`src/rtl/cxu_cmd_pipe.sv`:
```
// cxu_cmd_pipe: command FIFO plus registered response skid buffer in front of a combinational CXU.
// Optional perf counters are enabled by defining CXU_PIPE_STATS_EN.
module cxu_cmd_pipe #(
  parameter int CMD_DEPTH       = 2,
  parameter int MAX_OUTSTANDING = 4
) (
  input  logic        clk,
  input  logic        reset,
  input  logic        s_cmd_valid,
  output logic        s_cmd_ready,
  input  logic [2:0]  s_cmd_payload_function_id,
  input  logic [31:0] s_cmd_payload_inputs_0,
  input  logic [31:0] s_cmd_payload_inputs_1,
  input  logic [2:0]  s_cmd_payload_state_id,
  input  logic [3:0]  s_cmd_payload_cxu_id,
  input  logic        s_cmd_payload_ready,
  output logic        s_rsp_valid,
  input  logic        s_rsp_ready,
  output logic [31:0] s_rsp_payload_outputs_0,
  output logic        s_rsp_payload_ready,
  output logic        m_cmd_valid,
  input  logic        m_cmd_ready,
  output logic [2:0]  m_cmd_payload_function_id,
  output logic [31:0] m_cmd_payload_inputs_0,
  output logic [31:0] m_cmd_payload_inputs_1,
  output logic [2:0]  m_cmd_payload_state_id,
  output logic [3:0]  m_cmd_payload_cxu_id,
  output logic        m_cmd_payload_ready,
  input  logic        m_rsp_valid,
  output logic        m_rsp_ready,
  input  logic [31:0] m_rsp_payload_outputs_0,
  input  logic        m_rsp_payload_ready
`ifdef CXU_PIPE_STATS_EN
  ,
  output logic [31:0] perf_cmd_count,
  output logic [31:0] perf_stall_count
`endif
);
  localparam int AW = (CMD_DEPTH > 1) ? $clog2(CMD_DEPTH) : 1;
  localparam int OW = $clog2(MAX_OUTSTANDING + 1);
  logic [74:0]   cmd_mem_q [CMD_DEPTH];
  logic [AW-1:0] cmd_wptr_q, cmd_rptr_q;
  logic [AW:0]   cmd_cnt_q, cmd_cnt_d;
  logic [OW-1:0] out_q, out_d;
  logic [32:0]   rsp_mem_q [2];
  logic          rsp_wptr_q, rsp_rptr_q, rsp_rdy_q, rsp_rdy_d, err_unexpected_rsp_q;
  logic [1:0]    rsp_cnt_q, rsp_cnt_d;
  logic          cmd_push, cmd_pop, rsp_push, rsp_pop;
  logic [74:0]   cmd_head;
  logic [32:0]   rsp_head;
  assign s_cmd_ready = !reset && (cmd_cnt_q != (AW+1)'(CMD_DEPTH)) && (out_q < OW'(MAX_OUTSTANDING));
  assign cmd_push    = s_cmd_valid && s_cmd_ready;
  assign m_cmd_valid = cmd_cnt_q != '0;
  assign cmd_pop     = m_cmd_valid && m_cmd_ready;
  assign cmd_head    = m_cmd_valid ? cmd_mem_q[cmd_rptr_q] : '0;
  assign {m_cmd_payload_function_id, m_cmd_payload_inputs_0, m_cmd_payload_inputs_1,
          m_cmd_payload_state_id, m_cmd_payload_cxu_id, m_cmd_payload_ready} = cmd_head;
  // m_rsp_ready is a flop so the CXU never sees a path from s_rsp_ready
  assign m_rsp_ready = rsp_rdy_q;
  assign rsp_push    = m_rsp_valid && rsp_rdy_q;
  assign s_rsp_valid = rsp_cnt_q != '0;
  assign rsp_pop     = s_rsp_valid && s_rsp_ready;
  assign rsp_head    = s_rsp_valid ? rsp_mem_q[rsp_rptr_q] : '0;
  assign {s_rsp_payload_outputs_0, s_rsp_payload_ready} = rsp_head;
  always_comb begin
    cmd_cnt_d = cmd_cnt_q + (AW+1)'(cmd_push) - (AW+1)'(cmd_pop);
    rsp_cnt_d = rsp_cnt_q + 2'(rsp_push) - 2'(rsp_pop);
    rsp_rdy_d = rsp_cnt_d != 2'd2;
    out_d     = (cmd_push && !rsp_pop) ? out_q + OW'(1) :
                (rsp_pop && !cmd_push && out_q != '0) ? out_q - OW'(1) : out_q;
  end
  always_ff @(posedge clk) begin
    if (reset) begin
      cmd_wptr_q           <= '0;
      cmd_rptr_q           <= '0;
      cmd_cnt_q            <= '0;
      rsp_wptr_q           <= 1'b0;
      rsp_rptr_q           <= 1'b0;
      rsp_cnt_q            <= '0;
      rsp_rdy_q            <= 1'b1;
      out_q                <= '0;
      err_unexpected_rsp_q <= 1'b0;
    end else begin
      cmd_cnt_q            <= cmd_cnt_d;
      rsp_cnt_q            <= rsp_cnt_d;
      rsp_rdy_q            <= rsp_rdy_d;
      out_q                <= out_d;
      cmd_wptr_q           <= cmd_push ? cmd_wptr_q + AW'(1) : cmd_wptr_q;
      cmd_rptr_q           <= cmd_pop ? cmd_rptr_q + AW'(1) : cmd_rptr_q;
      rsp_wptr_q           <= rsp_push ? !rsp_wptr_q : rsp_wptr_q;
      rsp_rptr_q           <= rsp_pop ? !rsp_rptr_q : rsp_rptr_q;
      err_unexpected_rsp_q <= err_unexpected_rsp_q || (rsp_push && out_q == '0);
    end
  end
  // storage needs no reset: the counts gate every read
  always_ff @(posedge clk) begin
    if (cmd_push) cmd_mem_q[cmd_wptr_q] <= {s_cmd_payload_function_id, s_cmd_payload_inputs_0,
      s_cmd_payload_inputs_1, s_cmd_payload_state_id, s_cmd_payload_cxu_id, s_cmd_payload_ready};
    if (rsp_push) rsp_mem_q[rsp_wptr_q] <= {m_rsp_payload_outputs_0, m_rsp_payload_ready};
  end
`ifdef CXU_PIPE_STATS_EN
  always_ff @(posedge clk) begin
    if (reset) begin
      perf_cmd_count   <= '0;
      perf_stall_count <= '0;
    end else begin
      perf_cmd_count   <= perf_cmd_count + 32'(cmd_push && !(&perf_cmd_count));
      perf_stall_count <= perf_stall_count + 32'(s_cmd_valid && !s_cmd_ready && !(&perf_stall_count));
    end
  end
`endif
endmodule

```
`config.mk`:
```
export PLATFORM = sky130hd
export DESIGN_NAME = cxu_cmd_pipe
export DESIGN_NICKNAME = d
export VERILOG_FILES = /design/src/rtl/cxu_cmd_pipe.sv
export SDC_FILE = /design/constraint.sdc
export NUM_CORES = 1
export LEC_CHECK = 0
export ABC_CLOCK_PERIOD_IN_PS = 4850
export CAP_MARGIN = 20
export CORE_AREA = 2 2 147 113
export DETAILED_ROUTE_END_ITERATION = 10
export DIE_AREA = 0 0 149 115
export DONT_BUFFER_PORTS = 1
export GPL_TIMING_DRIVEN = 0
export PLACE_DENSITY = 0.71
export SLEW_MARGIN = 15
export SYNTH_ARGS = -nofsm -noshare
export SYNTH_HDL_FRONTEND = slang
export SYNTH_SLANG_ARGS = --single-unit
```
`constraint.sdc`:
```
create_clock -name clk -period 4.85 [get_ports clk]
set_clock_uncertainty 0.05 [all_clocks]
set_input_delay 0.97 -clock clk [delete_from_list [all_inputs] [get_ports clk]]
set_output_delay 0.97 -clock clk [all_outputs]
set_load 0.1 [all_outputs]
```
Word level (Yosys, flattened, before mapping)
Memories as Yosys holds them, arrays and structs flattened. A register that Yosys moved wholly into a read port is not among the register bits. Index checks and enable logic that the tools add are counted.

Reductions and logical operators: 18. Muxes and demuxes: 12. Eq/ne operators: 2. Add/sub/neg operators: 8. $lt $le $gt $ge: 1.

Operators with widths (number): 75-bit two-way mux (1); 33-bit two-way mux (1); 1-bit logical AND (9); 1-bit two-way mux (8); 3-bit two-way mux (2); 2-bit nonzero test (3); 1-bit zero test (5); 2-bit by 1-bit adder with 2-bit output (2); 2-bit != test, second input constant (2); 2-bit by 1-bit subtractor with 2-bit output (2); 3-bit by 1-bit adder with 3-bit output, second input constant (1); 3-bit < comparator, second input constant (1); 3-bit nonzero test (1); 3-bit by 1-bit subtractor with 3-bit output, second input constant (1); 1-bit adder, second input constant (2).

Bits in writable memories: 216. Output and inout port bits: 112. Register bits after elaboration: 12. Memories kept: 2.

Memory list: cmd_mem_q (words 2, width 75, rd ports 1, clocked after Yosys merged registers in 1, write ports 1, line 41) `logic [74:0] cmd_mem_q [CMD_DEPTH];`; rsp_mem_q (words 2, width 33, rd ports 1, clocked after Yosys merged registers in 1, write ports 1, line 45) `logic [32:0] rsp_mem_q [2];`.

Logic depth before layout (Yosys ltp)
Gate-level depths: netlist (run 1).

Depth in word-level cells: 9. Gate-level depth with buffers: 10. Depth with buffers taken out: 10.

Worst setup path before layout (run 1)
Ideal clock, no wire load.

Path type: input -> register. Start point: input reset. End point: memory cmd_mem_q[0][0] (enable). Path buffers: 1. Data arrival time: 4535 ps. Path slack: -244 ps. Stages: 4. Cells stage by stage: buf_2 > nor3_4 > inv_2 > nor2_1.

Longest elaborated chain between the ends: 6.

Ends and longest elaborated chain: start, declared (line 8) `input logic reset,`; 1-bit zero test (line 51) `assign s_cmd_ready = !reset && (cmd_cnt_q != (AW+1)'(CMD_DEPTH)) && (out_q < OW'(MAX_OUTSTANDING));`; 1-bit logical AND (2 in series) (line 51); 1-bit logical AND (line 52) `assign cmd_push = s_cmd_valid && s_cmd_ready;`; 1-bit two-way mux (line 97) `if (cmd_push) cmd_mem_q[cmd_wptr_q] <= {s_cmd_payload_function_id, s_cmd_payload_inputs_0,`; 1-bit two-way mux (implied by the code) (line 97); end, declared (line 41).

No other way between the ends.

==> key figures, run 1 <==
Outcome
  • Outcome: finished, final reports clean

Drt
  • Routed WL per cell: between 20 and 25 um
  • Iteration-0 DRC Markers: around 210
  • DRC viols: 0
  • Via count: roughly 4300
  • Pre-antenna DRT Iters: 4
  • Antenna viol nets, final: 0
  • WL final: around 16000 um
  • Vias per inst: ~5.4

Setup path
  • CP max stage cell: nor2_2
  • Reg2Reg Setup Slack: approximately 2.3 ns
  • Top cell by count, worst path: buf_2
  • Crit path max fanout: 10
  • Slowest stage delay, CP: 0.85 ns
  • Crit end category: output port
  • Worst setup SP type: flip-flop
  • Crit path required time: approximately 3.8 ns
  • Critical path type: reg2out
  • Arrival @ worst endpoint: between 2 and 3 ns
  • Worst path cell trace: clkbuf_1 -> buf_2 -> buf_2 -> mux2i_1 -> nor2_2
  • RR Startpoint: cmd_cnt_q[1]

Clock network
  • Post-CTS Setup Bufs: 0
  • Clk root buf: clkbuf_16
  • Clock sink count: 230
  • Post-CTS Resized: 0
  • CTS max path bufs: 3
  • Clock Latency Late Sink: ~0.5 ns
  • CTS Buf Count: 23
  • # hold bufs at CTS: 0
  • H-tree depth: 1
  • Clock slew at reported path FFs: 0.06 ns
  • TritonCTS clock tree: built

STA
  • Fmax: 277 MHz
  • RSZ-0062 raised after global routing: false
  • Worst slew pin tran: 1.14 ns
  • Setup ws final: around 1.2 ns
  • Slew HR: between 20% and 30%
  • Tmin final: roughly 3.6 ns
  • WHS: 0.458 ns
  • Final Setup Violations: 0
  • Period utilization: roughly three quarters
  • Setup TNS: 0 ns
  • Final count of hold timing violations: 0
  • Final Slew Violations: 0

Cells and area
  • Final non-filler cell area: between 10000 and 15000 sq um
  • Commonest non-fill, non-tap cells in the layout: edfxtp_1 (216), mux2i_1 (109), nor2_2 (108)
  • Share of cells above drive strength 1: approximately 29%
  • Fillers: around 1100
  • Multi-input logic area: roughly 2100 sq um
  • Reg area: 6770 sq um
  • Final Net Count: 680
  • Antenna cells: 0
  • P&R area growth vs syn: 15.9%
  • Most common cell after layout, fill and taps aside: edfxtp_1

Placed design
  • Hpwl dp: ~11000 um
  • Gp weighted congestion: between 0.7 and 0.8
  • Area after DPL: roughly 9400 sq um
  • Dpl ws: roughly 1.7 ns
  • Port Buffers: 0

Global routing
  • Largest net degree at the start of global routing: between 40 and 50
  • GR Overflow Total: 0
  • First-pass GRT wire length: 23400 um
  • Initial antenna violation count: 0
  • Vias in the first global route: 4300
  • Gr usage total: 17.9%

Synthesis
  • Post-Syn Area: 8760 sq um
  • Seq/Total Area, Yosys: ~77%
  • Yosys reg bits: between 200 and 250
  • Syn_nets: 650
  • Top cells by area, synth: edfxtp_1 (74%), mux2i_1 (12%), nor2_1 (5.3%)
  • Yosys top cell by area: edfxtp_1
  • Share of the synthesized area in the top cell type: about three quarters
  • Syn_area_per_cell: approximately 17 sq um
  • Synth unique cells: 31
  • YS warnings: 0
  • Cells after synthesis: around 530

Floorplanning
  • Starting Density: a little under three fifths
  • Core area: approximately 16000 sq um
  • Row count: 40
  • Die ar.: 17100 sq um
  • Die X: around 150 um
  • Ports: about 230
  • Die Y: approximately 120 um

Hold path
  • Worst hold path type: reg2reg
  • Worst Min Path Start: rsp_rptr_q

Run
  • Maxcap violations: 0
registers in the layout (all words and copies together) (netlist names), named ones only:
name,flops
out_q,3
cmd_rptr_q,1
rsp_wptr_q,1
cmd_mem_q,150
rsp_mem_q,66
cmd_cnt_q,2
rsp_cnt_q,2
rsp_rptr_q,1
cmd_wptr_q,1
m_rsp_ready,1
layer usage:
metal | vias to the layer above | GRT usage [%] | share of wire, %
met5 | - | 0 | 0
met1 | 2066 | 22.1 | 38
met4 | 0 | 6.79 | 3.1
li1 | 1999 | - | -
met3 | 36 | 7.18 | 10
met2 | 169 | 29.0 | 49
final cells by class:
type                            count  area share [%]
Multi-Input combinational cell    269            21.1
Sequential cell                   230            66.6
Buffer                             26            1.15
Inverter                            6           0.222
Clock buffer                       27            5.81
Timing Repair Buffer                5            1.21
Clock inverter                     13            1.31
Tap cell                          210            2.59
worst max-delay path: cells and delay by family, from the launching register on:
| family | cells | cell delay (ns) |
|---|---|---|
| multiplexers | 1 | 0.14 |
| AND/OR/NAND/NOR | 1 | 0.85 |
| flip-flops | 1 | 0.30 |
| buffers and inverters | 3 | 0.79 |
final timing paths:
kind,depth (start not counted),to
setup / recovery,5,m_cmd_payload_inputs_0[5]
hold / removal,2,rsp_rptr_q
setup reg to reg,9,cmd_cnt_q[1]
hold reg to reg,2,rsp_rptr_q
cell usage after synthesis:
| library cell | n |
|---|---|
| a31oi_1 | 1 |
| and2_1 | 3 |
| and3_1 | 1 |
| buf_1 | 6 |
| buf_2 | 12 |
| buf_4 | 1 |
| clkbuf_1 | 7 |
| dfxtp_1 | 14 |
| edfxtp_1 | 216 |
| fa_1 | 1 |
| ha_1 | 4 |
| inv_1 | 5 |
| inv_2 | 1 |
| mux2_1 | 1 |
| mux2i_1 | 109 |
| mux2i_2 | 1 |
| nand2_1 | 2 |
| nand2_2 | 1 |
| nand2b_1 | 2 |
| nand2b_2 | 1 |
| nand3_1 | 1 |
| nand4_1 | 1 |
| nor2_1 | 124 |
| nor2b_1 | 3 |
| nor3_1 | 1 |
| nor3_4 | 1 |
| o21ai_0 | 1 |
| o21ai_2 | 1 |
| or3_1 | 1 |
| xnor2_1 | 3 |
| xor2_1 | 5 |
cell families (layout without fill, tap and decap cells):
group	after synthesis	count (layout)	synth area share (%)
mux	111	111	12.7
flops	230	230	77.2
buf+inv	32	77	1.58
xor+xnor	8	8	0.799
simple gates	142	142	6.65
compound gates	3	3	0.228
fa+ha+maj	5	5	0.799
per-stage QoR:
stage	cells	utilization (%)
after floorplan	531	-
after global placement	741	57.5
after detailed placement	746	60.1
after CTS	786	64.7
after global routing	786	64.7
final	786	64.7
Power of run 1 is not shown: default switching activity piles up to over one toggle a cycle in this logic, so the estimate is an artifact.
==> run 2, diff against run 1 <==
==> config.mk (replaced) <==
export PLATFORM = sky130hd
export DESIGN_NAME = cxu_cmd_pipe
export DESIGN_NICKNAME = d
export VERILOG_FILES = /design/src/rtl/cxu_cmd_pipe.sv
export SDC_FILE = /design/constraint.sdc
export NUM_CORES = 1
export LEC_CHECK = 0
export ABC_AREA = 1
export ABC_CLOCK_PERIOD_IN_PS = 3400
export CAP_MARGIN = 20
export CORE_AREA = 2 2 139 107
export DETAILED_ROUTE_END_ITERATION = 10
export DIE_AREA = 0 0 141 109
export DONT_BUFFER_PORTS = 1
export GPL_TIMING_DRIVEN = 0
export PLACE_DENSITY = 0.75
export SLEW_MARGIN = 15
export SYNTH_ARGS = -nofsm -noshare
export SYNTH_HDL_FRONTEND = slang
export SYNTH_SLANG_ARGS = --single-unit
==> constraint.sdc (replaced) <==
create_clock -name clk -period 3.4 [get_ports clk]
set_clock_uncertainty 0.05 [all_clocks]
set_input_delay 0.68 -clock clk [delete_from_list [all_inputs] [get_ports clk]]
set_output_delay 0.68 -clock clk [all_outputs]
set_load 0.1 [all_outputs]
==> run 2 against run 1 <==
  * Flip-flop and latch count stayed put
  * Sequential share of layout area shrank 9.8 points
  * Die area down 10%
  * First-iteration DRC count is 120% higher
  * Non-clock buffer count rose by 85
  * Hold slack lost 0.26 ns
  * Cell area up 17%
  * Area after synthesis fell by 0.67%
  * Register-to-register slack lost 1.4 ns
  * Synthesized cell count up 25%
  * Count of clock-buffer cells in the layout increased by 7
  * Utilization grew 20 points
  * Critical endpoint is now m_cmd_payload_inputs_0[6]
==> key figures, run 2 <==
Global routing
  • Initial antenna violation count: 0 (unchanged)
  • Largest net degree at the start of global routing: 30 (-30%)
  • GR Overflow Total: 0 (unchanged)
  • First-pass GRT wire length: 30800 um (+31%)
  • Vias in the first global route: 5839 (+36%)
  • Gr usage total: 26.4% (+8.4 points)

Clock network
  • H-tree depth: 1 (unchanged)
  • # hold bufs at CTS: 0 (unchanged)
  • CTS max path bufs: 3 (unchanged)
  • Post-CTS Resized: 0 (unchanged)
  • TritonCTS clock tree: built
  • Clock slew at reported path FFs: 0.06 ns (about the same)
  • Clk root buf: clkbuf_16
  • Clock sink count: 230 (unchanged)
  • Clock Latency Late Sink: 0.49 ns (about the same)
  • CTS Buf Count: 22 (-4.3%)
  • Post-CTS Setup Bufs: 0 (unchanged)

Synthesis
  • Share of the synthesized area in the top cell type: 74.5% (+0.50 points)
  • Mux contribution to synthesized area: 0% (-13 points)
  • Synth Area in Adders: 0.805% (+0.0054 points)
  • Top-count cell post-synth: nand2_1
  • Yosys top cell by area: edfxtp_1
  • Synth unique cells: 22 (-29%)
  • Cells after synthesis: 664 (+25%)
  • Synth Area in Simple Gates: 11.6% (+4.9 points)
  • Compound-cell area share of the yosys netlist: 7.13% (+6.9 points)
  • Async set or reset register ratio after synthesis: 0% (unchanged)
  • Yosys reg bits: 230 (unchanged)
  • Post-synth EDFFs: 216 (unchanged)
  • Xor/xnor cell area share of the yosys netlist: 0.201% (-0.60 points)
  • Post-Syn Area: 8710 sq um (-0.67%)
  • Largest family of logic cells by synthesized area: simple AND/OR/NAND/NOR gates
  • Top cells by area, synth: edfxtp_1 (75%), nand2_1 (9.7%), a21oi_1 (6.8%)
  • Primary FF master, synth: edfxtp_1
  • Syn_area_per_cell: 13.1 sq um (-21%)
  • Syn_nets: 783 (+20%)
  • Commonest cells in the netlist: nand2_1 (226), edfxtp_1 (216), a21oi_1 (118), buf_2 (23), inv_1 (15)
  • YS warnings: 0 (unchanged)
  • Seq/Total Area, Yosys: 77.7% (+0.52 points)

STA
  • Setup ws final: 0.154 ns (-1.09 ns)
  • Worst slew pin tran: 1.23 ns (+0.0918 ns)
  • Final Slew Violations: 0 (unchanged)
  • Final Setup Violations: 0 (unchanged)
  • Setup TNS: 0 ns (unchanged)
  • Fmax: roughly 300 MHz
  • Period utilization: 95.5%
  • RSZ-0062 raised after global routing: false
  • Tmin final: between 3 and 4 ns
  • Final count of hold timing violations: 0 (unchanged)
  • Slew HR: 18.0% (-6.0 points)

Cells and area
  • Reg area: 6770 sq um (unchanged)
  • Commonest non-fill, non-tap cells in the layout: nand2_1 (226), edfxtp_1 (216), a21oi_2 (107)
  • P&R area growth vs syn: 36.8%
  • Multi-input logic area: 2160 sq um (+0.47%)
  • Max reg flops: 150 (unchanged)
  • Share of cells above drive strength 1: 33.0% (+4.1 points)
  • Largest registers: cmd_mem_q x150, rsp_mem_q x66, out_q x3
  • Antenna cells: 0 (unchanged)
  • Most common cell after layout, fill and taps aside: nand2_1
  • Fillers: 666 (-38%)
  • Final Net Count: 889 (+31%)
  • Cell Count, Final, Fillers Out: 966 (+23%)
  • Top reg by flops: cmd_mem_q

Floorplanning
  • Ports: 226 (unchanged)
  • Row count: 38 (-5.0%)
  • Die Y: 109 um (-5.2%)
  • Starting Density: 61.7% (+5.9 points)
  • Die X: 141 um (-5.4%)
  • Die ar.: 15400 sq um (-10%)
  • Core area: 14100 sq um (-10%)

Drt
  • Vias per inst: 5.79 (+6.5%)
  • Iteration-0 DRC Markers: 467 (+120%)
  • Antenna viol nets, final: 0 (unchanged)
  • Pre-antenna DRT Iters: 4 (unchanged)
  • DRC viols: 0 (unchanged)
  • Via count: 5590 (+31%)
  • Routed WL per cell: 22.1 um (+10%)
  • WL final: 21300 um (+36%)

Setup path
  • Arrival @ worst endpoint: 2.52 ns (-0.07 ns)
  • Worst setup SP type: flip-flop
  • Crit path max fanout: 10 (unchanged)
  • CP max stage cell: a21oi_2
  • Slowest stage delay, CP: 0.97 ns (+0.12 ns)
  • Crit path buffers/inverters: 3 (unchanged)
  • Worst path cell trace: inv_2 -> buf_2 -> buf_2 -> nand2_1 -> a21oi_2
  • Critical path type: reg2out
  • Crit end category: output port
  • Top cell by count, worst path: buf_2
  • Crit path required time: 2.67 ns (-1.16 ns)
  • CP top delay family: compound AO/OA/AOI/OAI gates

Placed design
  • Dpl ws: 0.697 ns (-1.04 ns)
  • Hpwl dp: 14200 um (+27%)
  • Port Buffers: 0 (unchanged)
  • Inst Count DP: 918 (+23%)
  • Gp weighted congestion: 0.766 (+3.0%)

Hold path
  • Worst hold path type: in2reg

Run
  • Maxcap violations: 0 (unchanged)

Outcome
  • Outcome: finished, final reports clean
[run 2: cell type report]
| cell class | count | area share (%) |
|---|---|---|
| Sequential cell | 230 | 56.8 |
| Multi-Input combinational cell | 382 | 18.1 |
| Timing Repair Buffer | 82 | 15.5 |
| Clock buffer | 34 | 5.52 |
| Tap cell | 180 | 1.89 |
| Buffer | 34 | 1.31 |
| Inverter | 18 | 0.567 |
| Clock inverter | 6 | 0.221 |
[run 2: worst paths after layout]
check,cells past startpoint,slack [ns],to,start
worst max register to register,10,0.92,cmd_cnt_q[1],cmd_cnt_q[0]
worst min-delay path,1,0.20,out_q[1],reset
worst max-delay path,5,0.15,m_cmd_payload_inputs_0[6],flip-flop
worst min register to register,1,0.42,cmd_rptr_q,cmd_rptr_q
[run 2: metal layers]
metal	wire [um]	GRT usage, %	up-vias
met5	0	0	-
met4	422	7.57	0
met3	2060	8.70	34
met2	11200	46.9	267
met1	7700	31.3	2749
li1	-	-	2540
[run 2: stage by stage]
stage	util [%]	hold WS (ns)	instance area [sq um]
2_1_floorplan	-	0.375	8710
3_3_place_gp	63.2	0.386	8930
3_5_place_dp	78.0	0.406	11000
4_1_cts	82.9	0.175	11700
5_1_grt	84.3	0.180	11900
6_report	84.3	0.196	11900
[run 2: kinds of logic (layout without fill, tap and decap cells)]
logic type,Yosys count,count (layout)
adder cells (fa/ha/maj),5,5
XOR/XNOR,2,2
AND/OR/NAND/NOR,251,251
flip-flops,230,230
AO/OA/AOI/OAI,124,124
buffers and inverters,52,174
Power of run 2 is left out for the same reason.
